## config.mk

```make
export PLATFORM = sky130hd
export DESIGN_NAME = usb_cmd_interpreter
export DESIGN_NICKNAME = d
export VERILOG_FILES = /design/src/rtl/usb_cmd_interpreter.sv
export SDC_FILE = /design/constraint.sdc
export NUM_CORES = 1
export LEC_CHECK = 0
export ABC_AREA = 1
export CORE_MARGIN = 2
export CORE_UTILIZATION = 45
export DETAILED_ROUTE_END_ITERATION = 8
export PLACE_DENSITY = 0.74
export SYNTH_ARGS = -nofsm -noshare
export SYNTH_HDL_FRONTEND = slang
export SYNTH_SLANG_ARGS = --single-unit
```

## constraint.sdc

```tcl
create_clock -name clk -period 4.3 [get_ports clk]
set_input_delay 0.86 -clock clk [delete_from_list [all_inputs] [get_ports clk]]
set_output_delay 0.86 -clock clk [all_outputs]
set_load 0.01 [all_outputs]
```

## src/rtl/usb_cmd_interpreter.sv

```systemverilog
// usb_cmd_interpreter
// Command/response engine between the command-stream FIFO (from EP4) and the
// response FIFO (to EP8). It parses SYNC/CMD/DATA packets, performs register
// reads and writes on a local register file, and emits 3-word responses.
// Optional build macro: CMD_TIMEOUT_EN enables the mid-packet idle timeout.
module usb_cmd_interpreter #(
    parameter int          NUM_REGS       = 16,
    parameter logic [15:0] SYNC_WORD      = 16'hA5C3,
    parameter int          TIMEOUT_CYCLES = 1024
) (
    input  logic                     clk,
    input  logic                     rst,
    input  logic                     cmd_fifo_empty,
    input  logic [15:0]              cmd_fifo_data,
    output logic                     cmd_fifo_re,
    input  logic                     rsp_fifo_full,
    output logic [15:0]              rsp_fifo_data,
    output logic                     rsp_fifo_we,
    input  logic [15:0]              status_in,
    output logic [NUM_REGS*16-1:0]   reg_out,
    output logic [7:0]               err_count,
    output logic                     busy
);

    localparam logic [8:0]  NREGS_9     = 9'(NUM_REGS);
    localparam logic [7:0]  STATUS_ADDR = 8'hFF;
    localparam logic [15:0] ERR_WORD    = 16'hDEAD;
    localparam logic [1:0]  OP_WRITE    = 2'b01;
    localparam logic [1:0]  OP_READ     = 2'b10;

    typedef enum logic [2:0] {
        S_IDLE,
        S_GET_CMD,
        S_GET_DATA,
        S_EXEC,
        S_RSP0,
        S_RSP1,
        S_RSP2
    } state_t;

    state_t      state_q, state_d;
    logic        rd_pend_q;
    logic [1:0]  op_q;
    logic [7:0]  addr_q;
    logic [15:0] wdata_q;
    logic [15:0] rdata_q;
    logic        err_q;
    logic [7:0]  err_cnt_q;
    logic [15:0] regs [NUM_REGS];

    logic        fetch_state;
    logic        latch_cmd;
    logic        latch_data;
    logic        discard;
    logic        exec_go;
    logic        exec_wr;
    logic        exec_err;
    logic [15:0] exec_rdata;
    logic [15:0] rd_mux;
    logic        addr_ok;
    logic        timeout_hit;
    logic        err_inc;

    // Fetch is allowed only in the packet-collecting states
    assign fetch_state = (state_q == S_IDLE) || (state_q == S_GET_CMD) ||
                         (state_q == S_GET_DATA);

    // Register-file read mux and EXEC decode of the latched command
    always_comb begin
        addr_ok    = ({1'b0, addr_q} < NREGS_9);
        rd_mux     = 16'h0000;
        for (int i = 0; i < NUM_REGS; i++) begin
            if (addr_q == 8'(i)) begin
                rd_mux = regs[i];
            end
        end
        exec_wr    = 1'b0;
        exec_err   = 1'b1;
        exec_rdata = ERR_WORD;
        if (op_q == OP_WRITE && addr_ok) begin
            exec_wr    = 1'b1;
            exec_err   = 1'b0;
            exec_rdata = wdata_q;
        end else if (op_q == OP_READ && addr_ok) begin
            exec_err   = 1'b0;
            exec_rdata = rd_mux;
        end else if (op_q == OP_READ && addr_q == STATUS_ADDR) begin
            exec_err   = 1'b0;
            exec_rdata = status_in;
        end
    end

    // State register
    always_ff @(posedge clk) begin
        if (rst) begin
            state_q <= S_IDLE;
        end else begin
            state_q <= state_d;
        end
    end

    // Next-state logic, FIFO handshakes and response word selection
    always_comb begin
        state_d       = state_q;
        cmd_fifo_re   = 1'b0;
        rsp_fifo_we   = 1'b0;
        rsp_fifo_data = 16'h0000;
        latch_cmd     = 1'b0;
        latch_data    = 1'b0;
        discard       = 1'b0;
        exec_go       = 1'b0;

        // One read in flight at most; a pending read blocks the next request
        cmd_fifo_re = fetch_state && !rd_pend_q && !cmd_fifo_empty && !rst;

        case (state_q)
            S_IDLE: begin
                if (rd_pend_q) begin
                    if (cmd_fifo_data == SYNC_WORD) begin
                        state_d = S_GET_CMD;
                    end else begin
                        discard = 1'b1;
                    end
                end
            end
            S_GET_CMD: begin
                if (rd_pend_q) begin
                    latch_cmd = 1'b1;
                    state_d   = (cmd_fifo_data[15:14] == OP_WRITE) ? S_GET_DATA : S_EXEC;
                end else if (timeout_hit) begin
                    state_d = S_IDLE;
                end
            end
            S_GET_DATA: begin
                if (rd_pend_q) begin
                    latch_data = 1'b1;
                    state_d    = S_EXEC;
                end else if (timeout_hit) begin
                    state_d = S_IDLE;
                end
            end
            S_EXEC: begin
                exec_go = 1'b1;
                state_d = S_RSP0;
            end
            S_RSP0: begin
                rsp_fifo_data = SYNC_WORD;
                if (!rsp_fifo_full) begin
                    rsp_fifo_we = 1'b1;
                    state_d     = S_RSP1;
                end
            end
            S_RSP1: begin
                rsp_fifo_data = {op_q, 5'b00000, err_q, addr_q};
                if (!rsp_fifo_full) begin
                    rsp_fifo_we = 1'b1;
                    state_d     = S_RSP2;
                end
            end
            S_RSP2: begin
                rsp_fifo_data = rdata_q;
                if (!rsp_fifo_full) begin
                    rsp_fifo_we = 1'b1;
                    state_d     = S_IDLE;
                end
            end
            default: begin
                state_d = S_IDLE;
            end
        endcase

        // A reset cycle must not push a leftover response word
        if (rst) begin
            rsp_fifo_we   = 1'b0;
            rsp_fifo_data = 16'h0000;
        end
    end

`ifdef CMD_TIMEOUT_EN
    localparam logic [15:0] TO_LAST = 16'(TIMEOUT_CYCLES - 1);
    logic        to_wait;
    logic [15:0] to_cnt_q;

    assign to_wait     = ((state_q == S_GET_CMD) || (state_q == S_GET_DATA)) &&
                         !rd_pend_q && cmd_fifo_empty;
    assign timeout_hit = to_wait && (to_cnt_q == TO_LAST);

    // Idle-wait counter; cleared by every fetched word and outside packet states
    always_ff @(posedge clk) begin
        if (rst) begin
            to_cnt_q <= 16'h0000;
        end else if (!to_wait || timeout_hit) begin
            to_cnt_q <= 16'h0000;
        end else begin
            to_cnt_q <= to_cnt_q + 16'h0001;
        end
    end
`else
    assign timeout_hit = 1'b0;
`endif

    assign err_inc = discard || (exec_go && exec_err) || timeout_hit;

    // Outstanding-read flag: the word requested last cycle is on cmd_fifo_data now
    always_ff @(posedge clk) begin
        if (rst) begin
            rd_pend_q <= 1'b0;
        end else begin
            rd_pend_q <= cmd_fifo_re;
        end
    end

    // Packet field capture and EXEC result latch
    always_ff @(posedge clk) begin
        if (rst) begin
            op_q    <= 2'b00;
            addr_q  <= 8'h00;
            wdata_q <= 16'h0000;
            rdata_q <= 16'h0000;
            err_q   <= 1'b0;
        end else begin
            if (latch_cmd) begin
                op_q   <= cmd_fifo_data[15:14];
                addr_q <= cmd_fifo_data[7:0];
            end
            if (latch_data) begin
                wdata_q <= cmd_fifo_data;
            end
            if (exec_go) begin
                rdata_q <= exec_rdata;
                err_q   <= exec_err;
            end
        end
    end

    // Saturating protocol-error counter
    always_ff @(posedge clk) begin
        if (rst) begin
            err_cnt_q <= 8'h00;
        end else if (err_inc && err_cnt_q != 8'hFF) begin
            err_cnt_q <= err_cnt_q + 8'h01;
        end
    end

    // Register file, written only by a valid EXEC write
    always_ff @(posedge clk) begin
        for (int i = 0; i < NUM_REGS; i++) begin
            if (rst) begin
                regs[i] <= 16'h0000;
            end else if (exec_go && exec_wr && addr_q == 8'(i)) begin
                regs[i] <= wdata_q;
            end
        end
    end

    for (genvar g = 0; g < NUM_REGS; g++) begin : g_reg_out
        assign reg_out[16*g +: 16] = regs[g];
    end

    assign err_count = err_cnt_q;
    assign busy      = (state_q != S_IDLE);

endmodule

```

==> out/qor.json <==
{
  "grt": {
    "grt_max_degree": 67,
    "number_of_antenna_violations_at_the_first_check_in_global_routing": 0,
    "all_layer_global_routing_usage": 0.298,
    "grt_pass1_wl_um": 73300,
    "first_global_vias": 12057,
    "globalRouteOverflowTotal": 0
  },
  "setup_path": {
    "maximum_single_stage_delay_on_the_critical_path_ns": 0.55,
    "critical_path.cell_chain": "inv_1 -> nor2_1 -> nand2_1 -> o21ai_0 -> nand2_1 -> inv_1 -> clkdlybuf4s50_1",
    "timing.critical_path.fanout_max": 8,
    "cp_data_arrival_time_ns": 3.07,
    "cp_slowest_cell": "nor2_1",
    "critPathRequiredTime_ns": 3.44,
    "setup.worst_path.start_class": "flip-flop",
    "path_class": "reg -> out",
    "worst_setup_path_end_kind": "primary output"
  },
  "finish": {
    "num_antenna_cells": 0,
    "fin_util": 0.606,
    "synthToLayoutAreaGrowth_pct": 32.0,
    "final-instance-count-excl-fill": 2245,
    "layout-drive-gt1-share": 0.0649,
    "final_net_count": 1862,
    "multiInputGateArea_um2": 4470,
    "layout.area.seq_um2": 8790,
    "total_of_fill_cells_in_the_finished_design": 2546
  },
  "place": {
    "port_buffers": 318,
    "place.detailed.instances": 2188,
    "place.detailed.hpwl_um": 35500,
    "finalWeightedCongestion": 0.920
  },
  "synthesis": {
    "ys_seq_area_frac": 0.623,
    "flops_latches_synth": 311,
    "postSynthNetCount": 1563,
    "synth_area_per_cell_um2": 9.25,
    "post_synth_instance_area_um2": 14100,
    "synth_top_area_cell": "edfxtp_1",
    "netlist-cell-type-count": 36,
    "yosys-top-cells-area": "edfxtp_1 54%, nor2_1 10%, dfxtp_1 7.8%",
    "synthesis.instances": 1526,
    "synthesis.yosys.warnings": 0,
    "fraction_of_post_synthesis_cell_area_in_the_top_cell_type_by_area": 0.545
  },
  "timing": {
    "final-setup-viol-count": 0,
    "crit_share_post_route": 0.915,
    "fin_worst_skew_ns": 0.0200,
    "maxClockFrequency_mhz": 254,
    "final_hold_viol_count": 0,
    "relSlewSlack": 0.311,
    "holdWs_ns": 0.471,
    "worstMarginPinSlew_ns": 1.03,
    "period_needed_ns": 3.93,
    "unrepaired_setup_endpoints_after_global_routing": "no",
    "final_max_slew_viol_count": 0,
    "final_tns_setup_ns": 0
  },
  "routing": {
    "drc_errors": 0,
    "dr_total_vias": 12751,
    "wl_per_cell_um": 22.5,
    "antenna_violating_nets_post_route": 0,
    "finalWirelength_um": 50600,
    "drt_iter0_markers": 1572,
    "detail_route.vias_per_cell": 5.68,
    "drt_pass1_iterations": 7
  },
  "floorplanning": {
    "dieArea_um2": 32800,
    "die_w_um": 181,
    "coreArea_um2": 30700,
    "fp-row-count": 64,
    "initial_utilization": 0.459,
    "chipHeight_um": 181,
    "ios": 319
  },
  "power": {
    "p_leak_nw": 6.51,
    "vdd_ir_drop_max_v": 0.000264,
    "power_density_over_cell_area_nw_per_um2": 346,
    "totalPowerFinal_w": 0.00645
  },
  "clock_network": {
    "tritoncts_clock_tree": "built",
    "cts.root.buffer_cell": "clkbuf_16",
    "cts.htree.levels": 1,
    "cts_resized": 0,
    "insertion_delay_ns": 0.57,
    "clock-sinks": 311,
    "clkTransAtPathRegs_ns": 0.06,
    "post-cts-setup-buffer-count": 0,
    "cts-root-to-sink-buffers": 3,
    "tritoncts.num_buffers": 31,
    "cts-hold-fix-buffers": 0
  },
  "worst_hold_path": {
    "timing.hold.worst.class": "reg -> reg"
  },
  "job": {
    "drv_cap": 0
  },
  "status": {
    "result_of_the_run": "finished, final reports clean"
  }
}
layer usage:
metal,GRT usage,share of wire,vias to the layer above
met4,0.107,0.037,0
li1,-,-,5713
met2,0.504,0.48,882
met3,0.0506,0.11,117
met1,0.387,0.37,6039
met5,0,0,-
cell usage in the layout (no fill, tap or decap), drive strengths merged:
cell type and n:
nor2 387, clkdlybuf4s50 318, nand2 261, edfxtp 256, inv 122, a21oi 94, nand3 83, o21ai 62
dfxtp 55, nand4 52, clkbuf 42, clkinv 28, buf 26, or2 15, nor3 13, o2111ai 7
o22ai 6, o211ai 5, and2 4, o31ai 3, a31oi 3, bufinv 3, nor4 1, a2111oi 1
ha 1, clkinvlp 1
power breakdown:
group | leakage [nW] | switching, W | internal [W] | total [W]
registers | 3.09 | 0.0000716 | 0.00334 | 0.00341
logic | 2.95 | 0.000197 | 0.000194 | 0.000391
clock network | 0.470 | 0.00113 | 0.00152 | 0.00265
total | 6.51 | 0.00140 | 0.00504 | 0.00645
sequential cells by signal, summed over array words and instances (netlist names):
name,cells
err_q,1
op_q,2
state_q,3
wdata_q,16
regs,256
err_count,8
rd_pend_q,1
addr_q,8
rdata_q,16
cells by family (layout without fill, tap and decap cells):
family,after synthesis,in the layout,synth area share
compound gates,181,181,0.0685
fa+ha+maj,1,1,0.000886
buf+inv,217,540,0.0608
flops,311,311,0.623
simple gates,816,816,0.247
worst paths after layout:
kind	start	endpoint	slack, ns	cells past startpoint
setup / recovery	state_q[0]	rsp_fifo_data[15]	0.37	7
hold / removal	err_q	err_q	0.47	2
setup reg to reg	addr_q[4]	rdata_q[5]	1.03	15
hold reg to reg	err_q	err_q	0.47	2
worst max-delay path: cells and delay by family, from the launching register on:
family / cells / cell delay (ns)
simple gates: 3 / 0.94
buf+inv: 3 / 0.75
flops: 1 / 0.41
compound gates: 1 / 0.42
area by class of cell:
cell class / instances / area share
clock inverter: 15 / 0.00772
clock buffer: 42 / 0.0444
inverter: 139 / 0.0281
multi-input combinational: 998 / 0.240
tap: 396 / 0.0266
timing repair buffer: 344 / 0.182
sequential: 311 / 0.472
synth_stat cells (all sizes together):
cell	number
buf	32
o22ai	6
inv	122
a21oi	94
o2111ai	7
edfxtp	256
dfxtp	55
nor2	387
a2111oi	1
o31ai	3
nor3	13
o211ai	5
ha	1
a31oi	3
or2	15
nand4	52
clkbuf	46
nand3	83
nand2	261
o21ai	62
and2	4
clkinv	17
nor4	1
per-stage QoR:
| step | setup WS, ns | cell area [um2] |
|---|---|---|
| final | 0.367 | 18600 |
| after global placement | 0.841 | 17700 |
| after global routing | 0.200 | 18600 |
| after CTS | 0.466 | 18600 |
| after detailed placement | 0.852 | 17700 |
| after floorplan | 1.25 | 14100 |
Power figures use the tool's default switching activity.
